### config.mk
export PLATFORM = sky130hd
export DESIGN_NAME = fifo_uart_tx
export DESIGN_NICKNAME = d
export VERILOG_FILES = /design/src/rtl/uart_pkg.sv /design/src/rtl/uart_baud_cnt.sv /design/src/rtl/fifo_uart_tx.sv
export SDC_FILE = /design/constraint.sdc
export NUM_CORES = 1
export LEC_CHECK = 0
export BUFFER_PORTS_ARGS = -buffer_cell sky130_fd_sc_hd__buf_2
export CAP_MARGIN = 20
export CELL_PAD_IN_SITES_DETAIL_PLACEMENT = 2
export CELL_PAD_IN_SITES_GLOBAL_PLACEMENT = 2
export CORE_MARGIN = 2
export CORE_UTILIZATION = 42
export CTS_BUF_LIST = sky130_fd_sc_hd__clkbuf_2 sky130_fd_sc_hd__clkbuf_4 sky130_fd_sc_hd__clkbuf_8
export DETAILED_ROUTE_END_ITERATION = 10
export GPL_TIMING_DRIVEN = 0
export PLACE_DENSITY_LB_ADDON = 0.1
export SLEW_MARGIN = 20
export SYNTH_ARGS = -nofsm -noshare
export SYNTH_HDL_FRONTEND = slang
export SYNTH_SLANG_ARGS = --single-unit
### constraint.sdc
create_clock -name clk -period 3.72 [get_ports clk]
set_input_delay 0.372 -clock clk [delete_from_list [all_inputs] [get_ports clk]]
set_output_delay 0.372 -clock clk [all_outputs]
set_load 0.01 [all_outputs]
### src/rtl/uart_pkg.sv
// Shared encodings and frame constants for the UART transmit path.
package uart_pkg;

  typedef enum logic [2:0] {
    IDLE  = 3'd0,
    FETCH = 3'd1,
    LOAD  = 3'd2,
    START = 3'd3,
    DATA  = 3'd4,
    STOP  = 3'd5
  } uart_state_e;

  localparam int UART_DATA_W = 8;

  // Line levels of the framing bits.
  localparam logic START_BIT = 1'b0;
  localparam logic STOP_BIT  = 1'b1;

endpackage

### src/rtl/uart_baud_cnt.sv
// Bit-period counter: counts 0..CLKS_PER_BIT-1 while enabled and flags the
// last cycle of each bit period.
module uart_baud_cnt #(
  parameter int CLKS_PER_BIT = 16,
  parameter int CNT_W        = 16
) (
  input  logic clk,
  input  logic rst,
  input  logic clr,
  input  logic en,
  output logic bit_done
);

  localparam logic [CNT_W-1:0] LAST = CNT_W'(CLKS_PER_BIT - 1);

  logic [CNT_W-1:0] cnt;

  // bit_done is the final cycle of the current period; the counter wraps then.
  assign bit_done = en && (cnt == LAST);

  // Period counter; clear has priority so a new frame always starts at zero.
  always_ff @(posedge clk or negedge rst) begin
    if (!rst)          cnt <= '0;
    else if (clr)      cnt <= '0;
    else if (en)       cnt <= bit_done ? '0 : cnt + 1'b1;
  end

endmodule

### src/rtl/fifo_uart_tx.sv
// FIFO drain stage: pops one byte at a time and sends it as a UART 8N1 frame.
// Outputs are registered from the next-state values, so tx/busy line up with
// the state they describe while fifo_rd is visible during FETCH; the FIFO then
// presents data in LOAD, where it is captured.
module fifo_uart_tx
  import uart_pkg::*;
#(
  parameter int CLKS_PER_BIT = 16,
  parameter int DATA_W       = UART_DATA_W,
  parameter int CNT_W        = 16
) (
  input  logic              clk,
  input  logic              rst,
  input  logic              tx_en,
  input  logic              fifo_empty,
  input  logic [DATA_W-1:0] fifo_data,
  output logic              fifo_rd,
  output logic              tx,
  output logic              busy
);

  localparam int              IDX_W    = $clog2(DATA_W);
  localparam logic [IDX_W-1:0] LAST_BIT = IDX_W'(DATA_W - 1);

  uart_state_e       state_q, state_d;
  logic [DATA_W-1:0] shift_q, shift_d;
  logic [IDX_W-1:0]  bit_idx_q, bit_idx_d;
  logic              cnt_clr, cnt_en, bit_done;
  logic              fifo_rd_d, tx_d, busy_d;

  uart_baud_cnt #(
    .CLKS_PER_BIT (CLKS_PER_BIT),
    .CNT_W        (CNT_W)
  ) u_baud (
    .clk      (clk),
    .rst      (rst),
    .clr      (cnt_clr),
    .en       (cnt_en),
    .bit_done (bit_done)
  );

  // Next-state, shift register and bit index.
  always_comb begin
    state_d   = state_q;
    shift_d   = shift_q;
    bit_idx_d = bit_idx_q;
    cnt_clr   = 1'b0;
    cnt_en    = 1'b0;
    fifo_rd_d = 1'b0;
    case (state_q)
      IDLE: begin
        // tx_en and fifo_empty only matter here; mid-frame they are ignored.
        if (tx_en && !fifo_empty) begin
          fifo_rd_d = 1'b1;
          state_d   = FETCH;
        end
      end
      FETCH: state_d = LOAD;
      LOAD: begin
        shift_d   = fifo_data;
        bit_idx_d = '0;
        cnt_clr   = 1'b1;
        state_d   = START;
      end
      START: begin
        cnt_en = 1'b1;
        if (bit_done) state_d = DATA;
      end
      DATA: begin
        cnt_en = 1'b1;
        if (bit_done) begin
          shift_d   = {1'b0, shift_q[DATA_W-1:1]};
          bit_idx_d = bit_idx_q + 1'b1;
          if (bit_idx_q == LAST_BIT) state_d = STOP;
        end
      end
      STOP: begin
        cnt_en = 1'b1;
        if (bit_done) state_d = IDLE;
      end
      default: state_d = IDLE;
    endcase
  end

  // Output values for the cycle the next state occupies.
  always_comb begin
    tx_d   = STOP_BIT;
    busy_d = (state_d != IDLE);
    case (state_d)
      START:   tx_d = START_BIT;
      DATA:    tx_d = shift_d[0];
      default: tx_d = STOP_BIT;
    endcase
  end

  // State and datapath registers.
  always_ff @(posedge clk or negedge rst) begin
    if (!rst) begin
      state_q   <= IDLE;
      shift_q   <= '0;
      bit_idx_q <= '0;
    end else begin
      state_q   <= state_d;
      shift_q   <= shift_d;
      bit_idx_q <= bit_idx_d;
    end
  end

  // Registered outputs; reset drives the line idle at once, even mid-frame.
  always_ff @(posedge clk or negedge rst) begin
    if (!rst) begin
      fifo_rd <= 1'b0;
      tx      <= STOP_BIT;
      busy    <= 1'b0;
    end else begin
      fifo_rd <= fifo_rd_d;
      tx      <= tx_d;
      busy    <= busy_d;
    end
  end

endmodule

### Word level (Yosys, flattened, before mapping)

Index checks and enable logic that the tools add are counted.

| storage, ports and cells | value |
|---|---|
| input bits | 12 |
| output and inout port bits | 3 |
| flip-flop bits (word level) | 33 |
| word-level logic and storage cells | 47 |

| cells by class | value |
|---|---|
| add/subtract/negate cells | 2 |
| equality and inequality tests | 10 |
| reduce and logical (&&, ||, !) cells | 9 |
| muxes and demuxes | 18 |

Operators with widths:

| kind | count |
|---|---|
| 16-bit 2-to-1 mux | 3 |
| 3-bit 2-to-1 mux | 6 |
| 3-bit one-hot mux with 6 select lines | 1 |
| 16-bit by 1-bit adder with 16-bit output, second input constant | 1 |
| 16-bit by 4-bit == test with 1-bit output, second input constant | 1 |
| 8-bit one-hot mux with 2 select lines | 1 |
| 3-bit == test, second input constant | 4 |
| 3-bit by 2-bit == test with 1-bit output, second input constant | 3 |
| 8-bit 2-to-1 mux | 1 |
| 3-bit one-hot mux with 2 select lines | 1 |
| 1-bit 2-to-1 mux | 4 |
| 2-bit nonzero test | 2 |
| 3-bit by 1-bit adder with 3-bit output, second input constant | 1 |
| 3-bit by 1-bit == test with 1-bit output, second input constant | 1 |
| 3-bit logical NOT | 1 |
| 3-bit nonzero test | 1 |
| 3-bit OR reduction | 1 |
| 1-bit logical AND | 2 |
| 2-bit by 1-bit != test with 1-bit output, second input constant | 1 |
| 1-bit one-hot mux with 2 select lines | 1 |
| 2-bit AND reduction | 1 |
| 1-bit logical NOT | 1 |

### Longest topological paths before layout

Gate-level depths: netlist of the first run.

| logic depth | value |
|---|---|
| depth after elaboration | 8 |
| mapped depth | 8 |
| depth with buffers taken out | 6 |

### By module

A second synthesis of the first run with hierarchy kept.

| second synthesis, totals | value |
|---|---|
| cells, all modules | 159 |
| area, all modules | 1700.4 um^2 |

Modules (own cells, without submodules):

| module | sequential area each (um^2) | area an instance (um^2) | cells each | instances |
|---|---|---|---|---|
| uart_baud_cnt | 400.4 | 877.1 | 89 | 1 |
| fifo_uart_tx | 426.7 | 823.3 | 70 | 1 |

### Worst setup path after synthesis of the first run

OpenSTA, ideal clock, no wires.

| path | value |
|---|---|
| kind | register to register |
| start point | reg u_baud.cnt[12] |
| end point | reg u_baud.cnt[4] |
| arrival | 2.135 ns |
| period minus slack after synthesis | 2.253 ns |
| cell stages (with the launch flop) | 8 |
| required time | 3.601 ns |
| slack | 1.467 ns |
| path buffers | 2 |
| setup time | 0.119 ns |
| path through | dfrtp_1 -> or4_4 -> or4_4 -> buf_6 -> and2_4 -> o22ai_4 -> buf_6 -> nor2_1 |

| between the ends | value |
|---|---|
| cells in the longest elaborated chain, start to end | 5 |

RTL lines:

| what | line | source |
|---|---|---|
| start: declaration | uart_baud_cnt.sv:16 | `logic [CNT_W-1:0] cnt;` |
| start signal: assignment | uart_baud_cnt.sv:25 | `else if (en) cnt <= bit_done ? '0 : cnt + 1'b1;` |
| 16-bit by 4-bit == test with 1-bit output | uart_baud_cnt.sv:19 | `assign bit_done = en && (cnt == LAST);` |
| 1-bit logical AND | uart_baud_cnt.sv:19 |  |
| 16-bit 2-to-1 mux (2 in series) | uart_baud_cnt.sv:25 |  |
| 16-bit 2-to-1 mux | uart_baud_cnt.sv:24 | `else if (clr) cnt <= '0;` |

No other way between the ends. The select of a mux whose other input is x is not followed.
A chain may end at the register's enable or synchronous reset.

### Final worst setup path of the first run

| path | value |
|---|---|
| start point | reg u_baud.cnt[12] |
| end point | reg u_baud.cnt[10] |

Same word-level chain as after synthesis.

==> results of run 1 <==
## worst max path at each step
stage               slack, ns      startpoint              to  cells past startpoint
floorplan                1.47  u_baud.cnt[12]   u_baud.cnt[4]                      7
global placement         1.37  u_baud.cnt[12]   u_baud.cnt[4]                      7
detailed placement       1.31  u_baud.cnt[12]  u_baud.cnt[10]                      7
CTS                      1.24  u_baud.cnt[12]  u_baud.cnt[10]                      7
global route             1.17  u_baud.cnt[12]  u_baud.cnt[12]                      7
finish                   1.25  u_baud.cnt[12]  u_baud.cnt[10]                      7
## logic make-up (layout without fill, tap and decap cells)
group,count (synthesis),count (layout),share of synthesized area (%)
and+or+nand+nor,78,78,23.4
AOI/OAI and AO/OA,41,41,16.5
DFF,33,33,47.2
xor gates and xnor gates,12,12,6.00
buffers and inverters,11,33,3.50
adders and majority gates,3,3,2.14
muxes,2,2,1.22
## layer usage
layer	wire length, microns	global-route usage (%)	vias up
li1	-	-	679
met1	2200	29.9	742
met2	2600	42.4	14
met3	94	5.36	6
met4	58	6.75	0
met5	0	0	-
## registers in the layout, summed over array words and instances (netlist names)
name        count
state_q         3
shift_q         8
busy            1
bit_idx_q       3
tx              1
fifo_rd         1
u_baud.cnt     16
## worst reg2reg max path, cell delays in order, from the launching register on
cell and delay, ns:
dfrtp_1 0.45, or4_4 0.59, or4_4 0.56, buf_6 0.16, and2_4 0.18, o22ai_4 0.18
buf_6 0.17, nor2_1 0.06
## power by group through the flow
stage	logic [mW]	registers, mW	clock network, mW
6_report	0.0195	0.366	0.287
5_1_grt	0.0228	0.366	0.306
4_1_cts	0.0207	0.366	0.292
3_5_place_dp	0.0206	0.373	0
3_3_place_gp	0.0193	0.372	0
2_1_floorplan	0.00513	0.372	0
## synthesized netlist by cell type (all sizes together)
cell type	number
a211oi	5
a21bo	1
a21boi	1
a21o	1
a21oi	9
a22o	1
a22oi	9
a311oi	1
a31oi	1
a32oi	1
and2	4
and3	2
and4	2
buf	5
clkbuf	4
dfrtp	32
dfstp	1
ha	3
inv	2
mux2	1
mux2i	1
nand2	23
nand2b	3
nand3	7
nand4	4
nor2	20
nor2b	5
nor3	2
nor3b	1
nor4	1
o21ai	8
o221ai	1
o22ai	2
or4	4
xnor2	2
xor2	10
## layout by cell type (no fill, tap or decap), types with 3 or more instances in the layout
master,n
nor2b_1,5
and2_1,3
a211oi_1,5
clkbuf_8,5
nand3_1,7
dfrtp_1,32
ha_1,3
nand2_1,23
xor2_1,10
clkbuf_1,4
nor2_1,20
or4_4,3
a22oi_1,9
a21oi_1,9
nand4_1,4
o21ai_0,8
buf_2,15
nand2b_1,3
## final cells by class
type | instances | area (sq um)
inverters | 2 | 7.51
plain buffers | 9 | 53.8
well taps | 50 | 62.6
flip-flops and latches | 33 | 827
fillers | 449 | 2030
clock inverters | 1 | 7.51
repair buffers | 14 | 70.1
multi-input cells | 136 | 862
clock buffers | 7 | 83.8
## metrics by stage
step | cells | hold WS, ns | utilization [%]
after floorplan | 180 | 0.0764 | -
after global placement | 244 | 0.458 | 47.1
after detailed placement | 244 | 0.481 | 47.1
after CTS | 252 | 0.175 | 49.4
after global routing | 252 | 0.193 | 49.4
final | 252 | 0.144 | 49.4
==> flow_summary.json, run 1 <==
{
  "status": "completed",
  "critical_path_class": "reg2reg",
  "tritoncts": "done",
  "path_max_fanout": 10,
  "dieArea_sq_um": 4700,
  "syn-mean-instance-area_sq_um": 9.72,
  "synth_top_area_cell": "dfrtp_1",
  "hold_class": "in2async",
  "cpLargestDelayFamily": "simple AND/OR/NAND/NOR gates",
  "grt_max_degree": 34,
  "gp_congestion": 0.778,
  "drt_iter0_markers": 56,
  "p_int_uw": 518,
  "r2r-start": "u_baud.cnt[12]",
  "antenna_found_initial": 0,
  "routedWlPerCell_microns": 19.7,
  "cpPeakStageDelay_ns": 0.59,
  "swShare_pct": 23.0,
  "path_cells": "or4_4 -> or4_4 -> buf_6 -> and2_4 -> o22ai_4 -> buf_6 -> nor2_1",
  "r2r_slack_ns": 1.25,
  "rsz0062_at_grt": "false",
  "nets": 216,
  "postRouteAntennaNets": 0,
  "port_buffers": 14,
  "post_cts_buffers": 0,
  "setup_viol": 0,
  "avgViaCountPerCell": 5.72,
  "dpl_cell_area_sq_um": 1880,
  "p_leak_nw": 0.905,
  "clock_path_buffers": 2,
  "worstMarginPinSlew_ns": 0.921,
  "slew_violations": 0,
  "antennaDiodeCount": 0,
  "cellPowerDensity_nw_per_um2": 341,
  "syn_area_sq_um": 1750,
  "total_power_uw": 673,
  "ir_drop_mv": 0.169,
  "pwr-share-seq_pct": 54.4,
  "drc": 0,
  "crit_required_ns": 3.90,
  "cts_resized": 0,
  "slew_headroom_pct": 38.3,
  "netlist_instances": 180,
  "clock-sinks": 33,
  "timing.setup.tns_ns": 0,
  "clk_latency_ns": 0.29,
  "grt_usage_pct": 24.2,
  "critPathBufInv": 2,
  "start_util_pct": 43.8,
  "dp_hpwl_mm": 3.42,
  "cts-root-buf": "clkbuf_8",
  "num_rows": 23,
  "coreArea_sq_um": 4000,
  "fp.dieH_microns": 68.6,
  "synth.distinct_cells": 42,
  "critPathLaunchType": "flop",
  "ys_seq_elements": 33,
  "path_clk_slew_ns": 0.07,
  "r2r-end": "u_baud.cnt[10]",
  "cp_slowest_cell": "or4_4",
  "finalHoldViolations": 0,
  "drt_pass1_iterations": 4,
  "preCtsSetupSlack_ns": 1.31,
  "ys_top_cells_by_area": "dfrtp_1 46%, xor2_1 5.0%, nand2_1 4.9%",
  "clkPwrFrac_pct": 42.7,
  "ios": 15,
  "crit_arrival_ns": 2.65,
  "ys_warn_count": 0,
  "drive_above_1_share_pct": 17.8,
  "grt_pass1_wl_mm": 8.21,
  "setup_ws_ns": 1.25,
  "cts_hold_buf": 0,
  "routed_wirelength_mm": 4.95,
  "p_sw_uw": 155,
  "cap_violations": 0,
  "cts_made_buffers": 5,
  "min_period_over_period_pct": 66.3,
  "vias": 1441,
  "finClkSkew_ns": 0.00513,
  "die_w_microns": 68.6,
  "first_global_vias": 1608,
  "fmax_mhz": 405,
  "htreeDepth": 2,
  "synth_top_area_share_pct": 45.7,
  "combPwrFrac_pct": 2.9,
  "synth_nets": 195,
  "synth-seq-area-share_pct": 47.2,
  "area_growth_syn_to_layout_pct": 12.8,
  "fin_crit_ns": 2.47,
  "crit_path_end_kind": "flop",
  "grt_overflow": 0,
  "reg2regPathDepth": 7,
  "fin_area_sq_um": 1970
}
(Power assumes the default switching activity.)
==> run 2: changes to the inputs <==
Settings changed: CORE_UTILIZATION 42 to 39.
Clock period 3.72 ns to 2.52 ns, I/O delays scaled along.
==> flow_summary.json, run 2 (synthesized netlist as in run 1, its figures left out) <==
{
  "drc": 0,
  "cts_resized": 0,
  "num_rows": 24,
  "finalHoldViolations": 0,
  "clk_latency_ns": 0.29,
  "avgViaCountPerCell": 5.69,
  "nets": 216,
  "final_common_cell": "dfrtp_1",
  "grt_overflow": 0,
  "wl_met3_microns": 100,
  "start_util_pct": 40.5,
  "regMostFlops": "u_baud.cnt",
  "cts_made_buffers": 5,
  "setup_viol": 0,
  "routedWlPerCell_microns": 18.5,
  "path_clk_slew_ns": 0.07,
  "whs_ns": 0.0392,
  "dieArea_sq_um": 5040,
  "status": "completed",
  "first_global_vias": 1615,
  "drt_iter0_markers": 72,
  "total_power_uw": 981,
  "p_leak_nw": 0.905,
  "timing.setup.tns_ns": 0,
  "routed_wirelength_mm": 4.70,
  "cellPowerDensity_nw_per_um2": 496,
  "critical_path_class": "reg2reg",
  "worstMarginPinSlew_ns": 0.782,
  "cts_hold_buf": 0,
  "fill_cells": 488,
  "slew_violations": 0,
  "hold_class": "in2async",
  "met1_length_mm": 1.92,
  "post_cts_buffers": 0,
  "drt_pass1_iterations": 4,
  "fmax_mhz": 413,
  "critPathLaunchType": "flop",
  "port_buffers": 14,
  "path_max_fanout": 10,
  "grt_max_degree": 34,
  "clock-sinks": 33,
  "crit_arrival_ns": 2.59,
  "grt_usage_pct": 21.1,
  "reg.largest.list": "u_baud.cnt (16), shift_q (8)",
  "rsz0062_at_grt": "false",
  "antennaDiodeCount": 0,
  "ir_drop_mv": 0.269,
  "dpl_cell_area_sq_um": 1890,
  "reg2regPathDepth": 7,
  "gp_congestion": 0.797,
  "drive_above_1_share_pct": 17.8,
  "dp_hpwl_mm": 3.47,
  "coreArea_sq_um": 4320,
  "cts-root-buf": "clkbuf_8",
  "tritoncts": "done",
  "largest_reg_flops": 16,
  "dr_wl_met2_mm": 2.57,
  "crit_required_ns": 2.69,
  "postRouteAntennaNets": 0,
  "die_w_microns": 71.0,
  "top_layer_used": "met4",
  "final_cell_mix": "32 x dfrtp_1, 23 x nand2_1, 20 x nor2_1, 15 x buf_2, 10 x xor2_1",
  "grt_pass1_wl_mm": 8.18,
  "htreeDepth": 2,
  "crit_path_end_kind": "flop",
  "clock_path_buffers": 2,
  "preCtsSetupSlack_ns": 0.0993,
  "setup_ws_ns": 0.100,
  "area_growth_syn_to_layout_pct": 12.9,
  "slew_headroom_pct": 47.5,
  "fin_area_sq_um": 1980,
  "vias": 1444,
  "min_period_over_period_pct": 96.0,
  "finClkSkew_ns": 0.00567,
  "cap_violations": 0,
  "ios": 15,
  "antenna_found_initial": 0,
  "fp.dieH_microns": 71.0,
  "fin_crit_ns": 2.42
}
[run 2: cell counts in the layout (fill, tap and decap cells not counted)]
No cell type changed its count.
[run 2: layout make-up]
type / instances / area (sq um) / area share (%)
plain buffers: 9 / 53.8 / 2.72
clock buffers: 7 / 83.8 / 4.24
clock inverters: 1 / 7.51 / 0.380
inverters: 2 / 7.51 / 0.380
multi-input cells: 136 / 862 / 43.6
flip-flops and latches: 33 / 827 / 41.8
well taps: 52 / 65.1 / 3.29
repair buffers: 14 / 70.1 / 3.54
[run 2: per-stage QoR]
stage               util [%]  std cells
CTS                     45.7        254
global route            45.7        254
global placement        43.6        246
floorplan                  -        180
detailed placement      43.6        246
finish                  45.7        254
[run 2: metal layers]
metal / vias up / global-route usage, %
met2: 17 / 38.2
li1: 679 / -
met1: 740 / 24.8
met5: - / 0
met4: 0 / 7.97
met3: 8 / 3.85
[run 2: worst max-delay path, cell delays in order, from the launching register on]
cell	delay, ns
dfrtp_1	0.44
or4_4	0.59
or4_4	0.55
buf_6	0.16
and2_4	0.18
o22ai_4	0.15
buf_6	0.17
nor2_1	0.06
[run 2: final timing paths]
kind                       slack, ns      startpoint              to
min in group clk                0.17    fifo_data[7]      shift_q[7]
setup / recovery                0.10  u_baud.cnt[12]  u_baud.cnt[10]
max in group asynchronous       2.00             rst   u_baud.cnt[8]
hold reg to reg                 0.49      shift_q[3]      shift_q[3]
setup reg to reg                0.10  u_baud.cnt[12]  u_baud.cnt[10]
hold / removal                  0.04             rst   u_baud.cnt[0]
[run 2: where the power goes]
group          total [mW]  internal [mW]  leakage (nW)  switching, mW
registers           0.540          0.537         0.408        0.00324
clock network       0.412          0.217        0.0453          0.195
logic              0.0287         0.0111         0.451         0.0177
total               0.981          0.765         0.905          0.216
